===== config.mk =====
export PLATFORM = sky130hd
export DESIGN_NAME = microwave_entry_ctrl
export DESIGN_NICKNAME = d
export VERILOG_FILES = /design/src/rtl/microwave_pkg.sv /design/src/rtl/btn_fall_edge.sv /design/src/rtl/microwave_entry_ctrl.sv
export SDC_FILE = /design/constraint.sdc
export NUM_CORES = 1
export LEC_CHECK = 0
export ABC_AREA = 1
export BUFFER_PORTS_ARGS = -buffer_cell sky130_fd_sc_hd__buf_2
export CORE_MARGIN = 2
export CORE_UTILIZATION = 35
export DETAILED_ROUTE_END_ITERATION = 8
export PLACE_DENSITY = 0.63
export SLEW_MARGIN = 10
export SYNTH_ARGS = -nofsm -noshare
export SYNTH_HDL_FRONTEND = slang
export SYNTH_SLANG_ARGS = --single-unit

===== constraint.sdc =====
create_clock -name clk -period 2.6 [get_ports clk]
set_clock_uncertainty 0.1 [all_clocks]
set_input_delay 0.13 -clock clk [delete_from_list [all_inputs] [get_ports clk]]
set_output_delay 0.13 -clock clk [all_outputs]
set_load 0.01 [all_outputs]

===== src/rtl/microwave_pkg.sv =====
// microwave_pkg: shared state encoding, default sizes and digit indices for the entry controller
package microwave_pkg;
  localparam int KEY_W_DEF = 4;
  localparam int MAX_SEC_TENS_DEF = 5;
  localparam int SEC_ONES = 0;
  localparam int SEC_TENS = 1;
  localparam int MIN_ONES = 2;
  localparam int MIN_TENS = 3;
  localparam int NDIG = MIN_TENS + 1;
  typedef enum logic [2:0] {
    IDLE  = 3'd0,
    ENTRY = 3'd1,
    COOK  = 3'd2,
    PAUSE = 3'd3,
    DONE  = 3'd4
  } state_t;
endpackage


===== src/rtl/btn_fall_edge.sv =====
// btn_fall_edge: one-cycle press pulse on the high-to-low transition of an active-low button level
module btn_fall_edge (
  input  logic clk,
  input  logic clr,
  input  logic lvln,
  output logic press
);
  logic prev;
  always_ff @(posedge clk or posedge clr)
    if (clr) prev <= 1'b1;
    else prev <= lvln;
  assign press = prev & ~lvln;
endmodule


===== src/rtl/microwave_entry_ctrl.sv =====
// microwave_entry_ctrl: keypad MM:SS entry and cook control driving the countdown digit chain
module microwave_entry_ctrl
  import microwave_pkg::*;
#(
  parameter int MAX_SEC_TENS = MAX_SEC_TENS_DEF,
  parameter int KEY_W = KEY_W_DEF
) (
  input  logic                    clk,
  input  logic                    clr,
  input  logic                    key_valid,
  input  logic [KEY_W-1:0]        key_code,
  input  logic                    startn,
  input  logic                    stopn,
  input  logic                    clearn,
  input  logic                    door_closed,
  input  logic                    tick,
  input  logic                    timer_zero,
  output logic [NDIG*KEY_W-1:0]   digits,
  output logic                    loadn,
  output logic                    en,
  output logic                    mag_on,
  output logic                    done,
  output logic                    err
);
  state_t state, nxt;
  logic [NDIG*KEY_W-1:0] dig, nxt_dig, shifted;
  logic first, nxt_first, mag_q, err_q, err_nxt;
  logic start_p, stop_p, clear_p, is_digit, sec_ok;
  btn_fall_edge u_start (.clk(clk), .clr(clr), .lvln(startn), .press(start_p));
  btn_fall_edge u_stop  (.clk(clk), .clr(clr), .lvln(stopn),  .press(stop_p));
  btn_fall_edge u_clear (.clk(clk), .clr(clr), .lvln(clearn), .press(clear_p));
  assign is_digit = key_valid && (key_code < KEY_W'(10));
  assign sec_ok = dig[SEC_TENS*KEY_W +: KEY_W] <= KEY_W'(MAX_SEC_TENS);
  assign shifted = {dig[MIN_ONES*KEY_W +: KEY_W], dig[SEC_TENS*KEY_W +: KEY_W],
                    dig[SEC_ONES*KEY_W +: KEY_W], key_code};
  always_comb begin
    nxt = state;
    nxt_dig = dig;
    nxt_first = 1'b0;
    err_nxt = 1'b0;
    case (state)
      IDLE:
        if (!clear_p && is_digit) begin
          nxt_dig = shifted;
          nxt = ENTRY;
        end
      ENTRY:
        if (clear_p) begin
          nxt_dig = '0;
          nxt = IDLE;
        end else if (start_p) begin
          if (door_closed && dig != '0) begin
            nxt = sec_ok ? COOK : ENTRY;
            nxt_first = sec_ok;
            err_nxt = !sec_ok;
          end
        end else if (is_digit) nxt_dig = shifted;
      COOK:
        // the load cycle ignores timer_zero since the counters still hold stale data
        if (clear_p) begin
          nxt_dig = '0;
          nxt = IDLE;
        end else if (timer_zero && !first) nxt = DONE;
        else if (stop_p || !door_closed) nxt = PAUSE;
      PAUSE:
        if (clear_p) begin
          nxt_dig = '0;
          nxt = IDLE;
        end else if (start_p && door_closed) nxt = COOK;
      DONE:
        if (start_p || stop_p || clear_p || key_valid) begin
          nxt_dig = '0;
          nxt = IDLE;
        end
      default: nxt = IDLE;
    endcase
  end
  always_ff @(posedge clk or posedge clr)
    if (clr) begin
      state <= IDLE;
      dig <= '0;
      first <= 1'b0;
      mag_q <= 1'b0;
      err_q <= 1'b0;
    end else begin
      state <= nxt;
      dig <= nxt_dig;
      first <= nxt_first;
      mag_q <= (nxt == COOK) && !nxt_first;
      err_q <= err_nxt;
    end
  assign digits = dig;
  assign loadn = !(state == COOK && first);
  assign en = (state == COOK) && !first && tick;
  assign mag_on = mag_q;
  assign done = state == DONE;
  assign err = err_q;
endmodule

# Yosys cells after proc, flatten, opt, wreduce, memory -nomap -nowiden
# Index checks and enable logic that the tools add are counted.
# op_classes
eq_ne	10
n_mux	27
n_lt_le_gt_ge	2
n_bitwise	6
reduce_logical	24
# ops
op	n
$mux W16	6
$pmux W16 S4	1
$mux W3	10
$reduce_bool A16 Y1	1
$pmux W3 S5	1
$eq A3 B2 Y1 const B	3
$logic_and A1 B1 Y1	9
$mux W1	8
$logic_not A1 Y1	6
$ne A3 B3 Y1 const B	2
$reduce_and A6 Y1	1
$le A4 B3 Y1 const B	1
$logic_or A1 B1 Y1	4
$lt A4 B4 Y1 const B	1
$ne A2 B1 Y1 const B	2
$reduce_bool A4 Y1	1
$and A1 B1 Y1	3
$eq A3 B1 Y1 const B	1
$eq A3 B3 Y1 const B	1
$logic_not A3 Y1	1
$not A1 Y1	3
$mux W2	1
$ne A2 B2 Y1 const B	1
$reduce_or A2 Y1	1
# totals
output_inout_bits	21
inputBits	13
elab_cells	77
regBits	25

# Depth between registers and ports, before layout
# Gate-level depths: netlist (run 1).
# logic_depth
word_depth	9
depth_mapped	10

# Cells and area by module
# A second synthesis (run 1) with hierarchy kept.
# hier_totals
hier_cells	161
hier_area_um2	1325.0
# modules_own_cells
mod	n_inst	cells_each	area_per_inst_um2
microwave_entry_ctrl	1	149	1204.9
btn_fall_edge	3	4	40.0

# Worst setup path before layout (run 1)
# OpenSTA, ideal clock, no wires.
# synth_timing
path_type	register to register
from	register state[0]
to	register dig[1], in the netlist digits[1]
arrival_time_ps	1349
path_stages_with_launch	7
setup_slack_ps	1077
synth_period_minus_slack_ps	1523
n_path_buf	1
required_time_ps	2426
path_cell_list	dfrtp_1 > nor3_2 > nand4_1 > nand3_4 > buf_6 > nand2_1 > o21ai_2
# synth_via
elab_cells_between_ends	14
cone_classes	9 x eq/ne; 1 x mux; 4 x reduce/logical
# synth_rtl
element	line	text
from (decl)	microwave_entry_ctrl.sv:25	state_t state, nxt;
from (signal assigned)	microwave_entry_ctrl.sv:86	state <= nxt;
$eq A3 B3 Y1 *	n/a	
via done	microwave_entry_ctrl.sv:22	output logic done,
$ne A2 B1 Y1 (no source line) or $reduce_bool A4 Y1 (tied branches)	n/a	
$reduce_and A6 Y1 (no source line)	n/a	
to (signal assigned)	microwave_entry_ctrl.sv:87	dig <= nxt_dig;
to (decl)	microwave_entry_ctrl.sv:26	logic [NDIG*KEY_W-1:0] dig, nxt_dig, shifted;
# Mark *: on every way through the listed nets, which the timed path passes. The rest lies on a longest branch.
# A chain may end at the register's enable or synchronous reset.

# Worst setup path after layout (run 1)
# layout_timing
from	input port clearn
to	register dig[0], in the netlist digits[0]
# layout_via
elab_chain_len	6
elab_cells_between_ends	14
cone_classes	5 x eq/ne; 2 x mux; 2 x bitwise; 5 x reduce/logical
# layout_rtl
element	line	text
from (decl)	microwave_entry_ctrl.sv:14	input logic clearn,
$not A1 Y1 *	btn_fall_edge.sv:12	assign press = prev & ~lvln;
$and A1 B1 Y1 *	btn_fall_edge.sv:12	
$logic_not A1 Y1 or $logic_or A1 B1 Y1 (tied branches)	microwave_entry_ctrl.sv:43, microwave_entry_ctrl.sv:71	
$logic_and A1 B1 Y1 or $logic_or A1 B1 Y1 (tied branches)	microwave_entry_ctrl.sv:43, microwave_entry_ctrl.sv:71	
$ne A2 B2 Y1 (no source line) or $ne A2 B1 Y1 (tied branches)	n/a	
$reduce_and A6 Y1 (no source line)	n/a	
# Mark *: on every way between the ends. The rest lies on a longest branch, timed or not.

==> flow_metrics.env, run 1 <==
export IMPL_layout_drive_gt1_share=0.4051
export IMPL_start_util=0.3670
export IMPL_yosysWarnings=0
export IMPL_die_w_um=66.20
export IMPL_final_nets=209
export IMPL_synth_distinct_cells=20
export IMPL_drt_wl_total_mm=2.603
export IMPL_hold_viol_final=22
export IMPL_die_h_um=66.20
export IMPL_grt_pass1_vias=987
export IMPL_synth_area_per_cell_um2=8.514
export IMPL_ctsHoldBuffers=3
export IMPL_hp_class="input port to asynchronous set/reset pin"
export IMPL_grt_antenna_before_repair=0
export IMPL_startpoint_type="input port"
export IMPL_grt_setup_unrepaired="false"
export IMPL_worst_pin_slew_ns=0.9619
export IMPL_num_vias=1095
export IMPL_viasPerCell=4.506
export IMPL_hold_ws_ns=-0.02878
export IMPL_fin_crit_sh=0.7535
export IMPL_cts_sinks=25
export IMPL_drt_initial_drc_count=70
export IMPL_fmax_ghz=0.5104
export IMPL_ys_seq_area_frac=0.4649
export IMPL_cts_tree="built"
export IMPL_slew_headroom=0.3580
export IMPL_syn_to_final_growth_pct=18.85
export IMPL_setup_tns_ns=0
export IMPL_outcome="complete, but fails checks"
export IMPL_wl_per_cell_um=10.71
export IMPL_final_setup_viol_count=0
export IMPL_die_area_um2=4382
export IMPL_drc=0
export IMPL_syn_instance_count=159
export IMPL_place_inst=236
export IMPL_cts_root_buf="clkbuf_8"
export IMPL_irDropWorstVdd_v=0.0003408
export IMPL_ctsHtreeMaxLevel=1
export IMPL_synth_net_count=172
export IMPL_path_class="input port to register"
export IMPL_fin_crit_ns=1.959
export IMPL_r2r_slack_ns=0.70
export IMPL_diodes=0
export IMPL_reg2reg_to="digits[0]"
export IMPL_post_cts_buffers=0
export IMPL_track_usage=0.1300
export IMPL_power_mw=1.677
export IMPL_ctsResizeCount=0
export IMPL_clock_path_buffers=2
export IMPL_io_pins=34
export IMPL_slew_violations=0
export IMPL_cp_required_ns=2.64
export IMPL_core_rowCount=22
export IMPL_critPathCaptureType="register"
export IMPL_reg2reg_from="u_clear.prev"
export IMPL_crit_fanout=32
export IMPL_ant_nets=0
export IMPL_grt_overflow_total=0
export IMPL_clkTransAtPathRegs_ns=0.09
export IMPL_worstPathArrival_ns=2.00
export IMPL_cts_buffers=3
export IMPL_max_cap_violations=0
export IMPL_violations="negative hold slack"
export IMPL_grt_max_degree=33
export IMPL_coreArea_um2=3689
export IMPL_worstRegToRegCells=7
export IMPL_synth_area_um2=1354
export IMPL_dr_pass1_iters=5
export IMPL_place_congestion=0.7437
export IMPL_final_cells=243
export IMPL_numPortBuffers=33
export IMPL_leakagePower_nw=0.8543
export IMPL_dp_hpwl_mm=1.885
export IMPL_yosys_register_bits=25
export IMPL_grt_first_pass_wirelength_mm=4.381
export IMPL_cp_startpoint="clearn"
export IMPL_p_per_area_nw_per_um2=1042
export IMPL_insertion_delay_ns=0.26
## registers in the layout, indices dropped and copies added (netlist names)
register      count
err               1
state             3
u_stop.prev       1
u_start.prev      1
mag_on            1
digits           16
first             1
u_clear.prev      1
## final cells by class
cell class	count	area, um^2
Timing Repair Buffer	36	195.2
Fill cell	380	2079
Tap cell	48	60.06
Clock buffer	4	45.04
Multi-Input combinational cell	113	615.6
Sequential cell	25	629.4
Inverter	17	63.81
## report_power, final
| part | total, mW | internal [mW] | switching, mW | leakage (nW) |
|---|---|---|---|---|
| sequential | 0.652 | 0.514 | 0.138 | 0.325 |
| combinational | 0.798 | 0.297 | 0.501 | 0.506 |
| clock | 0.227 | 0.109 | 0.117 | 0.0228 |
| total | 1.68 | 0.920 | 0.757 | 0.854 |
## metrics by stage
stage                     setup slack [ns]    util  area, um^2
after global placement              0.7126  0.4159        1534
final                               0.6408  0.4362        1609
after global routing                0.4966  0.4362        1609
after floorplan                      1.077       -        1354
after detailed placement            0.7166  0.4159        1534
after CTS                           0.6358  0.4362        1609
## worst max-delay path: stages
cell	delay (ns)
dlygate4sd3_1	0.52
buf_2	0.11
inv_1	0.04
nand2_2	0.09
inv_1	0.12
nor2_1	0.14
nand2_1	0.08
o21ai_2	0.09
nand3_4	0.41
nand2_1	0.21
o21ai_2	0.06
## cell families after synthesis
logic type / after synthesis / share of synthesized area
buf+inv: 21 / 0.08040
flops: 25 / 0.4649
simple gates: 90 / 0.3152
compound gates: 23 / 0.1396
## Yosys cell counts
library cell,number,area share
nand2_1,37,0.10
dfrtp_1,22,0.41
nor2_1,22,0.061
o21ai_2,19,0.12
inv_1,13,0.036
nand2_2,11,0.051
nand3_1,11,0.041
buf_6,4,0.033
inv_2,4,0.011
dfstp_2,3,0.058
a21oi_1,2,0.0074
nand4_1,2,0.0092
nor2_2,2,0.0092
nand2_4,1,0.0083
nand3_4,1,0.013
nand4_2,1,0.0092
nor3_1,1,0.0037
nor3_2,1,0.0074
o211ai_1,1,0.0055
o21ai_0,1,0.0037
## cells in the final DEF, fill, tap and decap left out, types with 2 or more instances in the layout
cell type and n:
dfrtp_1 22, clkbuf_8 3, a21oi_1 2, dlygate4sd3_1 3, inv_2 4, nand3_1 11
nand4_1 2, dfstp_2 3, nand2_1 37, inv_1 13, buf_2 33, nor2_1 22
o21ai_2 19, nand2_2 11, nor2_2 2
## routing by layer
layer / wire (um) / vias to the layer above / GRT usage
met5: 0 / - / 0
met1: 1229 / 495 / 0.1693
met4: 42 / 0 / 0.06122
li1: - / 578 / -
met2: 1258 / 18 / 0.2125
met3: 72 / 4 / 0.01704
## worst max path at each step
stage                end  cells after the start
4_1_cts        digits[1]                     11
6_report       digits[0]                     11
2_1_floorplan  digits[1]                      6
5_1_grt        digits[0]                     10
3_3_place_gp   digits[0]                      7
3_5_place_dp   digits[1]                      7
No activity file was read; power rests on OpenSTA's default activity.
==> run 2, diff against run 1 <==
--- a/config.mk
+++ b/config.mk
@@ -10,7 +10,7 @@
 export CORE_MARGIN = 2
 export CORE_UTILIZATION = 35
 export DETAILED_ROUTE_END_ITERATION = 8
-export PLACE_DENSITY = 0.63
+export PLACE_DENSITY = 0.66
 export SLEW_MARGIN = 10
 export SYNTH_ARGS = -nofsm -noshare
 export SYNTH_HDL_FRONTEND = slang
==> constraint.sdc (replaced) <==
create_clock -name clk -period 1.67 [get_ports clk]
set_clock_uncertainty 0.1 [all_clocks]
set_input_delay 0.0835 -clock clk [delete_from_list [all_inputs] [get_ports clk]]
set_output_delay 0.0835 -clock clk [all_outputs]
set_load 0.01 [all_outputs]
==> flow_metrics.env, run 2 (synthesized netlist as in run 1, its figures left out) <==
export IMPL_outcome="completed"
export IMPL_slew_headroom=0.7936
export IMPL_place_ws_ns=0.08400
export IMPL_grt_pass1_vias=1032
export IMPL_grt_first_pass_wirelength_mm=4.347
export IMPL_drt_initial_drc_count=51
export IMPL_clock_path_buffers=2
export IMPL_die_w_um=66.20
export IMPL_clkTransAtPathRegs_ns=0.09
export IMPL_fin_crit_sh=0.9457
export IMPL_final_setup_viol_count=0
export IMPL_crit_fanout=10
export IMPL_cp_required_ns=1.74
export IMPL_irDropWorstVdd_v=0.0006341
export IMPL_post_cts_buffers=0
export IMPL_syn_to_final_growth_pct=29.11
export IMPL_path_class="register to register"
export IMPL_dp_hpwl_mm=1.928
export IMPL_critPathCaptureType="register"
export IMPL_slew_violations=0
export IMPL_layout_drive_gt1_share=0.4293
export IMPL_cts_sinks=25
export IMPL_ant_nets=0
export IMPL_start_util=0.3670
export IMPL_largest_reg_flops=16
export IMPL_p_per_area_nw_per_um2=1619
export IMPL_cts_buffers=3
export IMPL_multi_input_area_um2=620.6
export IMPL_hold_viol_final=0
export IMPL_worstPathArrival_ns=1.65
export IMPL_fin_crit_ns=1.579
export IMPL_cts_tree="built"
export IMPL_grt_setup_unrepaired="true"
export IMPL_drc=0
export IMPL_drt_wl_total_mm=2.674
export IMPL_grt_overflow_total=0
export IMPL_io_pins=34
export IMPL_worstRegToRegCells=5
export IMPL_coreArea_um2=3689
export IMPL_place_congestion=0.8944
export IMPL_fillerInstances=380
export IMPL_final_common_cell="nand2_1"
export IMPL_hold_ws_ns=0.07637
export IMPL_insertion_delay_ns=0.27
export IMPL_fmax_ghz=0.6332
export IMPL_worst_pin_slew_ns=0.3097
export IMPL_hp_class="input port to register"
export IMPL_post_dp_cell_area_um2=1589
export IMPL_grt_max_degree=26
export IMPL_startpoint_type="register"
export IMPL_final_nets=219
export IMPL_numPortBuffers=33
export IMPL_fin_ws_ns=0.09072
export IMPL_ctsHtreeMaxLevel=1
export IMPL_core_rowCount=22
export IMPL_diodes=0
export IMPL_layout_common_cells="37 x nand2_1, 33 x buf_2, 22 x dfrtp_1"
export IMPL_max_cap_violations=0
export IMPL_grt_antenna_before_repair=0
export IMPL_stdcell_area_um2=1748
export IMPL_track_usage=0.1284
export IMPL_wl_per_cell_um=10.57
export IMPL_hold_path_depth=4
export IMPL_cts_root_buf="clkbuf_8"
export IMPL_die_h_um=66.20
export IMPL_viasPerCell=4.494
export IMPL_die_area_um2=4382
export IMPL_power_mw=2.830
export IMPL_leakagePower_nw=0.9134
export IMPL_dr_pass1_iters=4
export IMPL_final_seq_area_um2=629.4
export IMPL_num_vias=1137
[run 2: cell type report]
type                       count  area share
inverter                      17     0.03651
clock inverter                 1    0.004295
multi-input combinational    113      0.3550
clock buffer                   3     0.02362
timing repair buffer          46      0.1861
sequential                    25      0.3601
tap                           48     0.03436
[run 2: power breakdown]
group | switching (mW) | internal, mW | leakage, nW | total, mW
clock network | 0.193 | 0.169 | 0.0217 | 0.362
registers | 0.215 | 0.800 | 0.325 | 1.01
logic | 0.823 | 0.630 | 0.566 | 1.45
total | 1.23 | 1.60 | 0.913 | 2.83
[run 2: path summary, 6_finish.rpt]
path / from / endpoint / slack [ns]
setup reg to reg: state[0] / digits[9] / 0.09
setup / recovery: state[0] / digits[9] / 0.09
min in group asynchronous: clr / digits[5] / 0.29
hold / removal: key_valid / state[2] / 0.08
hold reg to reg: digits[15] / digits[15] / 0.41
max in group asynchronous: clr / u_start.prev / 0.90
[run 2: what timing repair did]
action                                 CTS  global route
resized for setup                        0             4
endpoints found under the hold margin   29             0
setup endpoints to repair                0            17
hold buffers                             8             0
[run 2: routing by layer]
layer,global-route usage,vias up,wire [um]
met5,0,-,0
met4,0.03827,0,30
met3,0.02555,4,97
met2,0.2113,23,1272
met1,0.1701,515,1273
li1,-,595,-
[run 2: stage by stage]
step / setup TNS, ns / std cells / utilization
detailed placement: 0 / 240 / 0.4308
global route: -0.02200 / 253 / 0.4739
global placement: 0 / 240 / 0.4308
CTS: 0 / 252 / 0.4657
floorplan: 0 / 159 / -
finish: 0 / 253 / 0.4739
[run 2: critical path, cell delays in order, from the launching register on]
cell       delay [ns]
dfrtp_1          0.50
nor3_2           0.25
nand4_1          0.20
nand3_4          0.19
clkbuf_16        0.19
o21ai_2          0.05
